<file path="src/rtl/axi4_stream_if.sv">
// -----------------------------------------------------------------------------
// axi4_stream_if
//   AXI4-Stream video bundle shared by the frame scheduler and its neighbours.
//   One beat carries one pixel (three colour components packed into tdata).
//
// Signals
//   tdata  [DW-1:0]  pixel data
//   tvalid           source has a beat
//   tready           sink accepts the beat this cycle
//   tuser            start of frame (first pixel of the first line)
//   tlast            end of line (last pixel of every line)
//
// Modports
//   master : drives tdata/tvalid/tuser/tlast, samples tready
//   slave  : samples tdata/tvalid/tuser/tlast, drives tready
// -----------------------------------------------------------------------------
`timescale 1ns/1ps

interface axi4_stream_if #(
  parameter int DW = 30
) ();

  logic [DW-1:0] tdata;
  logic          tvalid;
  logic          tready;
  logic          tuser;
  logic          tlast;

  modport master (
    output tdata,
    output tvalid,
    output tuser,
    output tlast,
    input  tready
  );

  modport slave (
    input  tdata,
    input  tvalid,
    input  tuser,
    input  tlast,
    output tready
  );

endinterface : axi4_stream_if

</file>
<file path="src/rtl/axi4_video_frame_sched.sv">
// -----------------------------------------------------------------------------
// axi4_video_frame_sched
//   Paces an upstream AXI4-Stream video source into the AXI4-video-to-HV
//   converter path. The scheduler locks to start-of-frame (tuser), forwards
//   exactly X_RES x Y_RES beats per frame, and inserts H_BLANK idle cycles
//   after every line plus a vertical blanking interval after every frame.
//   tuser/tlast on the output are regenerated from internal counters, so a
//   sloppy source cannot corrupt the converter's framing.
//
// Ports
//   clk_i        in   clock, single domain
//   rst_i        in   synchronous, active-high reset
//   en_i         in   scheduler enable; only looked at while waiting for SOF
//   video_i      if   axi4_stream_if.slave, upstream pixels
//   video_o      if   axi4_stream_if.master, to converter (its tready is
//                     ignored: the converter is always ready)
//   err_o        out  one-cycle pulse on a framing error
//   underrun_o   out  one-cycle pulse per ACTIVE cycle with no input beat
//   frame_cnt_o  out  completed-frame counter, wraps at 16 bits
//
// Output timing: every output except video_i.tready is registered, so a beat
// accepted on edge N appears on video_o (and any error/underrun it causes on
// err_o/underrun_o) right after edge N.
// -----------------------------------------------------------------------------
`timescale 1ns/1ps

module axi4_video_frame_sched #(
  parameter int X_RES    = 1920,
  parameter int Y_RES    = 1080,
  parameter int PX_WIDTH = 10,
  parameter int H_BLANK  = 280,
  parameter int V_BLANK  = 45
) (
  input  logic          clk_i,
  input  logic          rst_i,
  input  logic          en_i,
  axi4_stream_if.slave  video_i,
  axi4_stream_if.master video_o,
  output logic          err_o,
  output logic          underrun_o,
  output logic [15:0]   frame_cnt_o
);

  // ---------------------------------------------------------------------------
  // Derived sizes
  // ---------------------------------------------------------------------------
  localparam int DW  = 3 * PX_WIDTH;
  localparam int PXW = $clog2(X_RES) + 1;
  localparam int LNW = $clog2(Y_RES) + 1;

  // Vertical blanking covers the trailing H_BLANK of the last line plus
  // V_BLANK full idle lines.
  localparam int VB_LEN = H_BLANK + V_BLANK * (X_RES + H_BLANK);

  // The blank counter spans the longest interval (VB_LEN >= H_BLANK).
  localparam int BW = (VB_LEN < 1) ? 1 : $clog2(VB_LEN + 1);

  localparam logic [PXW-1:0] PX_LAST = PXW'(X_RES - 1);
  localparam logic [LNW-1:0] LN_LAST = LNW'(Y_RES - 1);
  localparam logic [BW-1:0]  HB_LAST = BW'((H_BLANK > 0) ? H_BLANK - 1 : 0);
  localparam logic [BW-1:0]  VB_LAST = BW'((VB_LEN  > 0) ? VB_LEN  - 1 : 0);

  typedef enum logic [1:0] {
    S_WAIT_SOF = 2'd0,
    S_ACTIVE   = 2'd1,
    S_HBLANK   = 2'd2,
    S_VBLANK   = 2'd3
  } state_t;

  // ---------------------------------------------------------------------------
  // State and output registers
  // ---------------------------------------------------------------------------
  state_t          r_state;
  logic [PXW-1:0]  r_px_cnt;
  logic [LNW-1:0]  r_ln_cnt;
  logic [BW-1:0]   r_blank_cnt;

  logic [DW-1:0]   r_tdata;
  logic            r_tvalid;
  logic            r_tuser;
  logic            r_tlast;
  logic            r_err;
  logic            r_underrun;
  logic [15:0]     r_frame_cnt;

  // ---------------------------------------------------------------------------
  // Next-state / decode wires
  // ---------------------------------------------------------------------------
  state_t          w_state_nxt;
  logic [PXW-1:0]  w_px_nxt;
  logic [LNW-1:0]  w_ln_nxt;
  logic [BW-1:0]   w_blank_nxt;
  logic            w_tready;
  logic            w_accept;
  logic            w_frame_err;
  logic            w_frame_done;
  logic            w_underrun;

  logic            w_sof_pos;
  logic            w_px_last;
  logic            w_in_sof;

  assign w_sof_pos = (r_px_cnt == '0) && (r_ln_cnt == '0);
  assign w_px_last = (r_px_cnt == PX_LAST);
  assign w_in_sof  = video_i.tvalid && video_i.tuser;

  // ---------------------------------------------------------------------------
  // Next-state logic, tready and per-cycle events
  // ---------------------------------------------------------------------------
  always_comb begin
    // NOTE: every signal written here gets a default first, so no path
    // through the case statement can leave one unassigned and infer a latch.
    w_state_nxt  = r_state;
    w_px_nxt     = r_px_cnt;
    w_ln_nxt     = r_ln_cnt;
    w_blank_nxt  = r_blank_cnt;
    w_tready     = 1'b0;
    w_accept     = 1'b0;
    w_frame_err  = 1'b0;
    w_frame_done = 1'b0;
    w_underrun   = 1'b0;

    unique case (r_state)
      S_WAIT_SOF: begin
        // Disabled: hold off the source entirely. Enabled: swallow anything
        // that is not SOF, and leave the SOF beat on the bus for ACTIVE.
        if (en_i) begin
          w_tready = !w_in_sof;
          if (w_in_sof) begin
            w_state_nxt = S_ACTIVE;
            w_px_nxt    = '0;
            w_ln_nxt    = '0;
          end
        end
      end

      S_ACTIVE: begin
        if (w_in_sof && !w_sof_pos) begin
          // A new frame started early: leave the SOF beat unconsumed so
          // WAIT_SOF re-locks onto it on the very next cycle.
          w_frame_err = 1'b1;
          w_state_nxt = S_WAIT_SOF;
          w_px_nxt    = '0;
          w_ln_nxt    = '0;
        end else begin
          w_tready = 1'b1;
          if (!video_i.tvalid) begin
            w_underrun = 1'b1;
          end else begin
            w_accept = 1'b1;
            if (video_i.tlast != w_px_last) begin
              // Line length disagrees with X_RES: abandon the frame without
              // blanking and without counting it.
              w_frame_err = 1'b1;
              w_state_nxt = S_WAIT_SOF;
              w_px_nxt    = '0;
              w_ln_nxt    = '0;
            end else if (w_px_last) begin
              w_px_nxt    = '0;
              w_blank_nxt = '0;
              if (r_ln_cnt == LN_LAST) begin
                w_frame_done = 1'b1;
                w_ln_nxt     = '0;
                w_state_nxt  = (VB_LEN == 0) ? S_WAIT_SOF : S_VBLANK;
              end else begin
                w_ln_nxt    = r_ln_cnt + LNW'(1);
                w_state_nxt = (H_BLANK == 0) ? S_ACTIVE : S_HBLANK;
              end
            end else begin
              w_px_nxt = r_px_cnt + PXW'(1);
            end
          end
        end
      end

      S_HBLANK: begin
        if (r_blank_cnt == HB_LAST) begin
          w_blank_nxt = '0;
          w_state_nxt = S_ACTIVE;
        end else begin
          w_blank_nxt = r_blank_cnt + BW'(1);
        end
      end

      S_VBLANK: begin
        if (r_blank_cnt == VB_LAST) begin
          w_blank_nxt = '0;
          w_state_nxt = S_WAIT_SOF;
        end else begin
          w_blank_nxt = r_blank_cnt + BW'(1);
        end
      end

      default: begin
        w_state_nxt = S_WAIT_SOF;
      end
    endcase

    // Nothing may be consumed while reset is held.
    if (rst_i) begin
      w_tready = 1'b0;
      w_accept = 1'b0;
    end
  end

  // ---------------------------------------------------------------------------
  // Registers
  // ---------------------------------------------------------------------------
  always_ff @(posedge clk_i) begin
    // NOTE: non-blocking assignments throughout, so every register here
    // samples the values from before the edge regardless of statement order.
    if (rst_i) begin
      r_state     <= S_WAIT_SOF;
      r_px_cnt    <= '0;
      r_ln_cnt    <= '0;
      r_blank_cnt <= '0;
      // NOTE: the pixel data register is reset as well, because the converter
      // must see an all-zero bus straight out of reset, not stale pixels.
      r_tdata     <= '0;
      r_tvalid    <= 1'b0;
      r_tuser     <= 1'b0;
      r_tlast     <= 1'b0;
      r_err       <= 1'b0;
      r_underrun  <= 1'b0;
      r_frame_cnt <= '0;
    end else begin
      r_state     <= w_state_nxt;
      r_px_cnt    <= w_px_nxt;
      r_ln_cnt    <= w_ln_nxt;
      r_blank_cnt <= w_blank_nxt;

      r_tvalid    <= w_accept;
      if (w_accept) begin
        r_tdata <= video_i.tdata;
      end
      // Framing on the output comes from our counters; an early input tlast
      // still closes the line so the converter never sees an open line.
      r_tuser     <= w_accept && w_sof_pos;
      r_tlast     <= w_accept && (w_px_last || video_i.tlast);

      r_err       <= w_frame_err;
      r_underrun  <= w_underrun;
      if (w_frame_done) begin
        r_frame_cnt <= r_frame_cnt + 16'd1;
      end
    end
  end

  // ---------------------------------------------------------------------------
  // Outputs
  // ---------------------------------------------------------------------------
  assign video_i.tready = w_tready;

  assign video_o.tdata  = r_tdata;
  assign video_o.tvalid = r_tvalid;
  assign video_o.tuser  = r_tuser;
  assign video_o.tlast  = r_tlast;

  assign err_o          = r_err;
  assign underrun_o     = r_underrun;
  assign frame_cnt_o    = r_frame_cnt;

endmodule : axi4_video_frame_sched
</file>
<file path="src/flat_wrapper.sv">
// flat-port wrapper written by rule: the top's interface ports become plain ports
module axi4_video_frame_sched_flat 
#(
  parameter int X_RES    = 1920,
  parameter int Y_RES    = 1080,
  parameter int PX_WIDTH = 10,
  parameter int H_BLANK  = 280,
  parameter int V_BLANK  = 45
)
  (clk_i, rst_i, en_i, err_o, underrun_o, frame_cnt_o, video_i_tdata, video_i_tvalid, video_i_tuser, video_i_tlast, video_i_tready, video_o_tdata, video_o_tvalid, video_o_tuser, video_o_tlast, video_o_tready);
  axi4_stream_if video_i_i ();
  axi4_stream_if video_o_i ();
  input  logic clk_i;
  input  logic rst_i;
  input  logic en_i;
  output logic err_o;
  output logic underrun_o;
  output logic [15:0] frame_cnt_o;
  input wire logic [$bits(video_i_i.tdata)-1:0] video_i_tdata;
  input wire logic [$bits(video_i_i.tvalid)-1:0] video_i_tvalid;
  input wire logic [$bits(video_i_i.tuser)-1:0] video_i_tuser;
  input wire logic [$bits(video_i_i.tlast)-1:0] video_i_tlast;
  output wire logic [$bits(video_i_i.tready)-1:0] video_i_tready;
  output wire logic [$bits(video_o_i.tdata)-1:0] video_o_tdata;
  output wire logic [$bits(video_o_i.tvalid)-1:0] video_o_tvalid;
  output wire logic [$bits(video_o_i.tuser)-1:0] video_o_tuser;
  output wire logic [$bits(video_o_i.tlast)-1:0] video_o_tlast;
  input wire logic [$bits(video_o_i.tready)-1:0] video_o_tready;
  assign video_i_i.tdata = video_i_tdata;
  assign video_i_i.tvalid = video_i_tvalid;
  assign video_i_i.tuser = video_i_tuser;
  assign video_i_i.tlast = video_i_tlast;
  assign video_i_tready = video_i_i.tready;
  assign video_o_tdata = video_o_i.tdata;
  assign video_o_tvalid = video_o_i.tvalid;
  assign video_o_tuser = video_o_i.tuser;
  assign video_o_tlast = video_o_i.tlast;
  assign video_o_i.tready = video_o_tready;
  axi4_video_frame_sched #(.X_RES(X_RES), .Y_RES(Y_RES), .PX_WIDTH(PX_WIDTH), .H_BLANK(H_BLANK), .V_BLANK(V_BLANK)) u_core (.clk_i(clk_i), .rst_i(rst_i), .en_i(en_i), .video_i(video_i_i), .video_o(video_o_i), .err_o(err_o), .underrun_o(underrun_o), .frame_cnt_o(frame_cnt_o));
endmodule
</file>
<file path="config.mk">
export PLATFORM = sky130hd
export DESIGN_NAME = axi4_video_frame_sched_flat
export DESIGN_NICKNAME = d
export VERILOG_FILES = /design/src/rtl/axi4_stream_if.sv /design/src/rtl/axi4_video_frame_sched.sv /design/src/flat_wrapper.sv
export SDC_FILE = /design/constraint.sdc
export NUM_CORES = 1
export LEC_CHECK = 0
export CELL_PAD_IN_SITES_DETAIL_PLACEMENT = 0
export CELL_PAD_IN_SITES_GLOBAL_PLACEMENT = 2
export CORE_UTILIZATION = 31
export CTS_BUF_LIST = sky130_fd_sc_hd__clkbuf_4
export CTS_CLUSTER_DIAMETER = 200
export DETAILED_ROUTE_END_ITERATION = 10
export GPL_TIMING_DRIVEN = 0
export PLACE_DENSITY = 0.8
export SLEW_MARGIN = 0
export SYNTH_ARGS = -nofsm -noshare
export SYNTH_HDL_FRONTEND = slang
export SYNTH_SLANG_ARGS = --single-unit
</file>
<file path="constraint.sdc">
create_clock -name clk_i -period 5 [get_ports clk_i]
set_input_delay 1 -clock clk_i [delete_from_list [all_inputs] [get_ports clk_i]]
set_output_delay 1 -clock clk_i [all_outputs]
set_load 0.005 [all_outputs]
</file>
# Word level (Yosys, flattened, before mapping)
# Cells that the tools add are included.
# totals
out_inout_bits	52
inputBits	37
regBits	94
elab_cells	101
# classes
n_reduce_logical	19
bitwise	1
muxes	48
n_eq_ne	18
n_addsub	4
# ops
operator	n
$mux 12	11
$mux 17	6
$pmux 17 s3	1
$pmux 12 s2	2
$add 12x1->12 const B	2
$eq 12x11->1 const B	2
$logic_not 12->1	2
$mux 1	18
$add 17x1->17 const B	1
$eq 17x17->1 const B	1
$eq 17x9->1 const B	1
$add 16x1->16 const B	1
$mux 2	8
$reduce_and 5->1	2
$ne 2x1->1 const B	4
$ne 2x2->1 const B	4
$pmux 2 s4	1
$reduce_and 6->1	1
$logic_and 1x1->1	5
$eq 2x2->1 const B	2
$ne 4x1->1 const B	1
$reduce_and 4->1	1
$ne 3x2->1 const B	1
$reduce_bool 3->1	1
other kinds (10)	11

# Depth between registers and ports, before layout
# Gate-level depths: netlist (run 1).
# depth
ltp_word	8
mapped_depth	11
depth_no_buf	10

# Worst setup path before layout (run 1)
# No wires, ideal clock.
# synth_timing
kind	flip-flop to flip-flop
startpoint	reg u_core.r_px_cnt[0]
endpoint	reg u_core.r_frame_cnt[13] (netlist: u_core.frame_cnt_o[13])
slack_ns	1.336
required_time_ns	4.929
path_buffers	1
path_stages_with_launch	11
setup_time_ns	0.071
period_less_slack_ns	3.664
arrival_ns	3.594
cell_sequence	dfxtp_1 ha_1 nand2_1 nor4_1 inv_1 ha_1 or4_4 buf_6 a2111o_1 or4_1 a21oi_1
# synth_between
elab_chain_len	6
elab_cells_between_ends	11
classes_between	eq/ne: 2; mux: 5; reduce/logical: 4
# synth_lines
item	line_no	text
start: declaration	axi4_video_frame_sched.sv:74	logic [PXW-1:0] r_px_cnt;
start signal: assignment	axi4_video_frame_sched.sv:228	r_px_cnt <= w_px_nxt;
$eq 12x11->1 / $logic_not 12->1 (equally long branches)	axi4_video_frame_sched.sv:104, axi4_video_frame_sched.sv:103	
$mux 1 (tied with other cells)	axi4_video_frame_sched.sv:158	end else if (w_px_last) begin
$mux 1 / $logic_not 1->1 (equally long branches)	axi4_video_frame_sched.sv:151, axi4_video_frame_sched.sv:138	
$mux 1 / $logic_and 1x1->1 (equally long branches)	axi4_video_frame_sched.sv:147, axi4_video_frame_sched.sv:138	
$mux 1 (*)	axi4_video_frame_sched.sv:138	if (w_in_sof && !w_sof_pos) begin
$mux 1 (*)	axi4_video_frame_sched.sv:123	unique case (r_state)
end signal: assignment	axi4_video_frame_sched.sv:244	r_frame_cnt <= r_frame_cnt + 16'd1;
end: declaration	axi4_video_frame_sched.sv:84	logic [15:0] r_frame_cnt;
# Mark *: on every way between the ends. The rest lies on a longest branch, timed or not.
# A chain may end at the register's enable or synchronous reset.

# Final worst setup path (run 1)
# layout_timing
startpoint	in rst_i
endpoint	out video_i_tready
# layout_between
elab_chain_len	1
# layout_lines
item	line_no	text
start: declaration	flat_wrapper.sv:14	input logic rst_i;
$mux 1	axi4_video_frame_sched.sv:200	if (rst_i) begin
end: declaration	flat_wrapper.sv:23	output wire logic [$bits(video_i_i.tready)-1:0] video_i_tready;
# Every way passes these cells.

==> flow_metrics.py, run 1 <==
metrics = {
    "run_status": {
        "outcome": "completed",
    },
    "hold_path": {
        "hp-class": "reg -> reg",
    },
    "finish": {
        "layout_commonest_cell": "dfxtp_1",
        "fin_nets": 656,
        "diodes": 0,
        "final_util_pct": 41.6,
        "area_delta_synth_final_pct": 29.4,
        "final_layout_size_suffix_gt1_share_pct": 5.35,
        "fin_area_mm2": 0.00560,
        "most-common-layout-cells": "dfxtp_1, clkdlybuf4s50_1, nor2_1",
    },
    "sta": {
        "post-route-period-util_pct": 83.9,
        "fmax_mhz": 238,
        "whs_ps": 476,
        "rsz0062_at_grt": "no",
        "final-setup-viol-count": 0,
        "fin_skew_ps": 19.4,
        "slew_headroom_pct": 30.1,
        "tns_ps": 0,
        "slew_violations": 0,
        "finalHoldViolCount": 0,
        "fin_crit_ps": 4190,
        "worstMarginPinSlew_ps": 1040,
    },
    "critical_path": {
        "cpPeakStageDelay_ps": 590,
        "cp_top_family": "buffers and inverters",
        "worstSetupPathType": "in -> out",
        "endpoint_kind": "primary output",
        "slowest_stage": "clkdlybuf4s50_1",
        "worstSetupStartpointType": "input pin",
        "cp_max_fo": 10,
        "worst_ep_arrival_time_ps": 3190,
        "crit_chain": "clkdlybuf4s50_1, clkbuf_1, clkbuf_1, nor3_1, clkdlybuf4s50_1",
        "path_buf_inv": 4,
        "cp.required_ps": 4000,
    },
    "cts": {
        "ctsHtreeMaxLevel": 3,
        "ctsHoldBuffers": 0,
        "numCtsBuffers": 9,
        "cts_tree": "done",
        "insertion_delay_ps": 470,
        "numClockSinks": 94,
        "path_clk_slew_ps": 160,
        "cts_resized": 0,
        "root_buffer": "clkbuf_4",
        "cts_setup_buffers": 0,
        "clock_path_buffers": 2,
    },
    "pwr": {
        "vdd_drop_max_mv": 0.207,
        "power_density_mw_per_mm2": 246,
        "power.leakage_nw": 2.05,
    },
    "drt": {
        "avgRoutedWirePerCell_um": 15.4,
        "drtIter0Drc": 176,
        "dr.pass1.iters": 4,
        "via_per_inst": 5.10,
        "vias": 4045,
        "wl_um": 12200,
        "drc_errors": 0,
        "antenna_left": 0,
    },
    "global_routing": {
        "grt_use_met3_pct": 8.32,
        "top_usage_layer": "met2",
        "use_met1_pct": 21.2,
        "grt_pass1_vias": 4133,
        "grt_max_degree": 17,
        "grt_overflow_total": 0,
        "grt_pass1_wl_um": 20400,
        "grtUsageTotal_pct": 18.0,
        "antenna_found_initial": 0,
        "use_met2_pct": 29.1,
    },
    "place": {
        "dp_hpwl_um": 8980,
        "portBuffers": 87,
        "dpl_cell_area_mm2": 0.00543,
        "gp_congestion": 0.801,
    },
    "floorplanning": {
        "die_x_um": 120,
        "start_util_pct": 32.2,
        "pin_count": 89,
        "dieHeight_um": 120,
        "rows": 42,
        "dieArea_mm2": 0.0144,
        "core_area_mm2": 0.0135,
    },
    "logic_synthesis": {
        "ys_types": 53,
        "netlist_area_mm2": 0.00433,
        "ys_ff_latch": 94,
        "synth.net_count": 557,
        "ys_seq_area_share_pct": 43.5,
        "synth-async-reset-ratio_pct": 0,
        "ys.flop_type": "dfxtp_1",
        "syn_area_per_cell_um2": 8.43,
        "synthCells": 513,
        "synth-edff-count": 0,
        "ys.warnings.count": 0,
    },
    "flow_run": {
        "drv_cap": 0,
    },
}
==> metrics by stage <==
step	cells	worst slack (ps)	power, mW
5_1_grt	793	634	1.44
3_5_place_dp	777	718	0.907
4_1_cts	793	713	1.40
6_report	793	806	1.38
3_3_place_gp	776	302	0.906
2_1_floorplan	513	1340	0.837
==> final cells by class <==
type	instances	area, um^2
plain buffers	25	104
clock buffers	9	67.6
clock inverters	7	97.6
fillers	1412	7860
inverters	19	71.3
multi-input cells	375	2280
flip-flops and latches	94	1880
well taps	176	220
repair buffers	88	878
==> power by group <==
group          total [mW]  internal (mW)  switching, mW
logic               0.124         0.0639         0.0599
clock network       0.487          0.204          0.282
registers           0.766          0.760        0.00569
==> synth_stat cells, types with 7 or more instances <==
library cell | count | area [um^2]
nand3_1 | 31 | 155
nand4_1 | 13 | 81.3
a311oi_1 | 8 | 70.1
xor2_1 | 11 | 96.3
o21ai_0 | 25 | 125
nor2_1 | 68 | 255
ha_1 | 7 | 87.6
or3_1 | 15 | 93.8
nand2_1 | 39 | 146
a21oi_1 | 31 | 155
nor4_1 | 8 | 50.1
inv_1 | 19 | 71.3
and3_1 | 7 | 43.8
mux2i_1 | 31 | 310
dfxtp_1 | 94 | 1880
clkbuf_1 | 19 | 71.3
a31oi_1 | 8 | 50.1
nor3_1 | 12 | 60.1
==> final timing paths <==
kind                                          start             endpoint  slack (ps)  cells past startpoint
worst max-delay path                          rst_i       video_i_tready         810                      5
worst min register to register  u_core.r_ln_cnt[11]  u_core.r_ln_cnt[11]         480                      1
worst max register to register   u_core.r_px_cnt[1]   u_core.r_px_cnt[8]        1440                     12
worst min-delay path            u_core.r_ln_cnt[11]  u_core.r_ln_cnt[11]         480                      1
==> flip-flops by register name, summed over array words and instances (netlist names) <==
register	count
u_core.err_o	1
u_core.video_o.tuser	1
u_core.frame_cnt_o	16
u_core.underrun_o	1
u_core.r_px_cnt	12
u_core.video_o.tvalid	1
u_core.video_o.tdata	30
u_core.video_o.tlast	1
u_core.r_state	2
u_core.r_blank_cnt	17
u_core.r_ln_cnt	12
==> kinds of logic after synthesis <==
logic type / synth area share, %
compound gates: 14.1
flops: 43.5
buf+inv: 4.05
xor+xnor: 2.83
mux: 7.69
simple gates: 25.9
fa+ha+maj: 2.02
==> layer usage <==
metal / up-vias / share of wire (%)
met5: - / 0
met4: 0 / 1.1
met3: 11 / 10
met2: 118 / 44
met1: 1877 / 44
li1: 2039 / -
Note: power is estimated with default switching activity, not from simulation.
==> run 2, diff against run 1 <==
Settings changed: CORE_UTILIZATION 31 to 28, PLACE_DENSITY 0.8 to 0.76.
Clock period 5 ns to 3.8 ns, I/O delays scaled along.
==> run 2 against run 1 <==
Total power up 21%. Worst setup slack worse by 690 ps. Routed wire length up 1.2%. Sequential power up 32%. Critical path type unchanged. Combinational power up 33%. Hold slack about the same. Final cell count up 1.6%. Highest routed layer unchanged. Register-to-register slack worse by 1100 ps. Sequential share of layout area up 0.075 points.
==> flow_metrics.py, run 2 (synthesis results as in run 1) <==
metrics = {
    "run_status": {
        "outcome": "completed",
    },
    "sta": {
        "post-route-period-util_pct": 96.9,
        "fmax_mhz": 272,
        "slew_headroom_pct": 25.4,
        "finalHoldViolCount": 0,
        "worstMarginPinSlew_ps": 1110,
        "final-setup-viol-count": 0,
        "rsz0062_at_grt": "no",
        "fin_crit_ps": 3680,
        "slew_violations": 0,
        "fin_skew_ps": 29.1,
    },
    "critical_path": {
        "worst_ep_arrival_time_ps": 2920,
        "crit_chain": "clkdlybuf4s50_1, clkbuf_1, clkbuf_1, nor3_2, clkdlybuf4s50_1",
        "cp_top_family": "buffers and inverters",
        "endpoint_kind": "primary output",
        "path_buf_inv": 4,
        "cp_max_fo": 10,
        "cp.depth": 5,
        "slowest_stage": "clkdlybuf4s50_1",
        "cpPeakStageDelay_ps": 590,
        "reg2reg_depth": 11,
        "worstSetupStartpointType": "input pin",
        "cp.required_ps": 3040,
        "worstSetupPathType": "in -> out",
    },
    "drt": {
        "antenna_left": 0,
        "drtIter0Drc": 151,
        "avgRoutedWirePerCell_um": 15.3,
        "wl_um": 12400,
        "dr.pass1.iters": 5,
        "via_per_inst": 5.06,
        "drc_errors": 0,
        "vias": 4076,
    },
    "global_routing": {
        "antenna_found_initial": 1,
        "grt_pass1_vias": 3986,
        "grt_max_degree": 17,
        "grt_pass1_wl_um": 19900,
        "grt_overflow_total": 0,
        "grtUsageTotal_pct": 15.9,
    },
    "finish": {
        "area_delta_synth_final_pct": 29.1,
        "fin_cells": 806,
        "final_layout_size_suffix_gt1_share_pct": 5.67,
        "fin_nets": 656,
        "layout_commonest_cell": "dfxtp_1",
        "most-common-layout-cells": "dfxtp_1, clkdlybuf4s50_1, nor2_1",
        "largest_reg_flops": 30,
    },
    "place": {
        "dp_cells": 788,
        "dp_hpwl_um": 9100,
        "portBuffers": 87,
        "gp_congestion": 0.821,
    },
    "floorplanning": {
        "dieHeight_um": 126,
        "core_area_mm2": 0.0151,
        "die_x_um": 126,
        "start_util_pct": 28.6,
        "pin_count": 89,
        "dieArea_mm2": 0.0160,
        "rows": 45,
    },
    "cts": {
        "cts_tree": "done",
        "ctsHoldBuffers": 0,
        "root_buffer": "clkbuf_4",
        "clock_path_buffers": 2,
        "ctsHtreeMaxLevel": 3,
        "numCtsBuffers": 9,
        "path_clk_slew_ps": 140,
        "insertion_delay_ps": 480,
        "numClockSinks": 94,
    },
    "pwr": {
        "power.leakage_nw": 2.02,
        "vdd_drop_max_mv": 0.240,
        "finalPower_mw": 1.67,
        "power_density_mw_per_mm2": 299,
    },
    "hold_path": {
        "hp-class": "reg -> reg",
        "hold_path_depth": 1,
    },
    "flow_run": {
        "drv_cap": 0,
    },
}
==> run 2: changes by cell type in the layout (fill, tap and decap cells not counted), sizes merged <==
cell,before,now
bufinv,2,0
clkinv,2,3
diode,0,1
inv,20,21
==> run 2: worst reg2reg max path, cell delays in order (launching register included) <==
cell	delay [ps]
dfxtp_1	410
ha_1	180
nand2_1	130
nor4_4	310
inv_1	170
ha_1	370
or4_4	550
buf_6	150
a2111o_1	450
clkbuf_2	190
or3_1	320
a21oi_1	150
==> run 2: routing by layer <==
layer | track usage (%) | part of all wire (%)
met2 | 26.3 | 46
met4 | 4.75 | 1.2
met1 | 18.5 | 44
met3 | 7.13 | 8.9
met5 | 0 | 0
==> run 2: stage by stage <==
| stage | util (%) | TNS (ps) | hold WS, ps | cell area (um^2) | setup slack [ps] |
|---|---|---|---|---|---|
| 3_3_place_gp | 35.9 | -28240 | 456 | 5430 | -870 |
| 4_1_cts | 36.8 | 0 | 480 | 5570 | 29.1 |
| 2_1_floorplan | - | 0 | 426 | 4330 | 136 |
| 5_1_grt | 36.9 | 0 | 513 | 5580 | 21.2 |
| 6_report | 36.9 | 0 | 476 | 5580 | 117 |
| 3_5_place_dp | 35.9 | -5540 | 464 | 5440 | -339 |
==> run 2: layout make-up <==
class                      count  area, um^2
fill                        1594        9560
multi-input combinational    375        2300
sequential                    94        1880
timing repair buffer          88         878
tap                          188         235
buffer                        25         104
inverter                      19        71.3
clock buffer                   9        67.6
clock inverter                 7        46.3
antenna                        1        2.50
==> run 2: power by group <==
group	internal [mW]	switching, mW
combinational	0.0847	0.0798
clock	0.134	0.364
sequential	1.00	0.00738
==> run 2: worst paths after layout <==
path,endpoint,start,slack [ps]
worst max-delay path,video_i_tready,rst_i,120
worst min-delay path,u_core.r_ln_cnt[11],u_core.r_ln_cnt[11],480
worst min register to register,u_core.r_ln_cnt[11],u_core.r_ln_cnt[11],480
worst max register to register,u_core.frame_cnt_o[5],u_core.r_px_cnt[0],350
==> run 2: what timing repair did <==
item / CTS / global route
setup endpoints to repair: 30 / 4
resized for setup: 1 / 3
pin swaps: 1 / 0
buffers inserted: 1 / 0
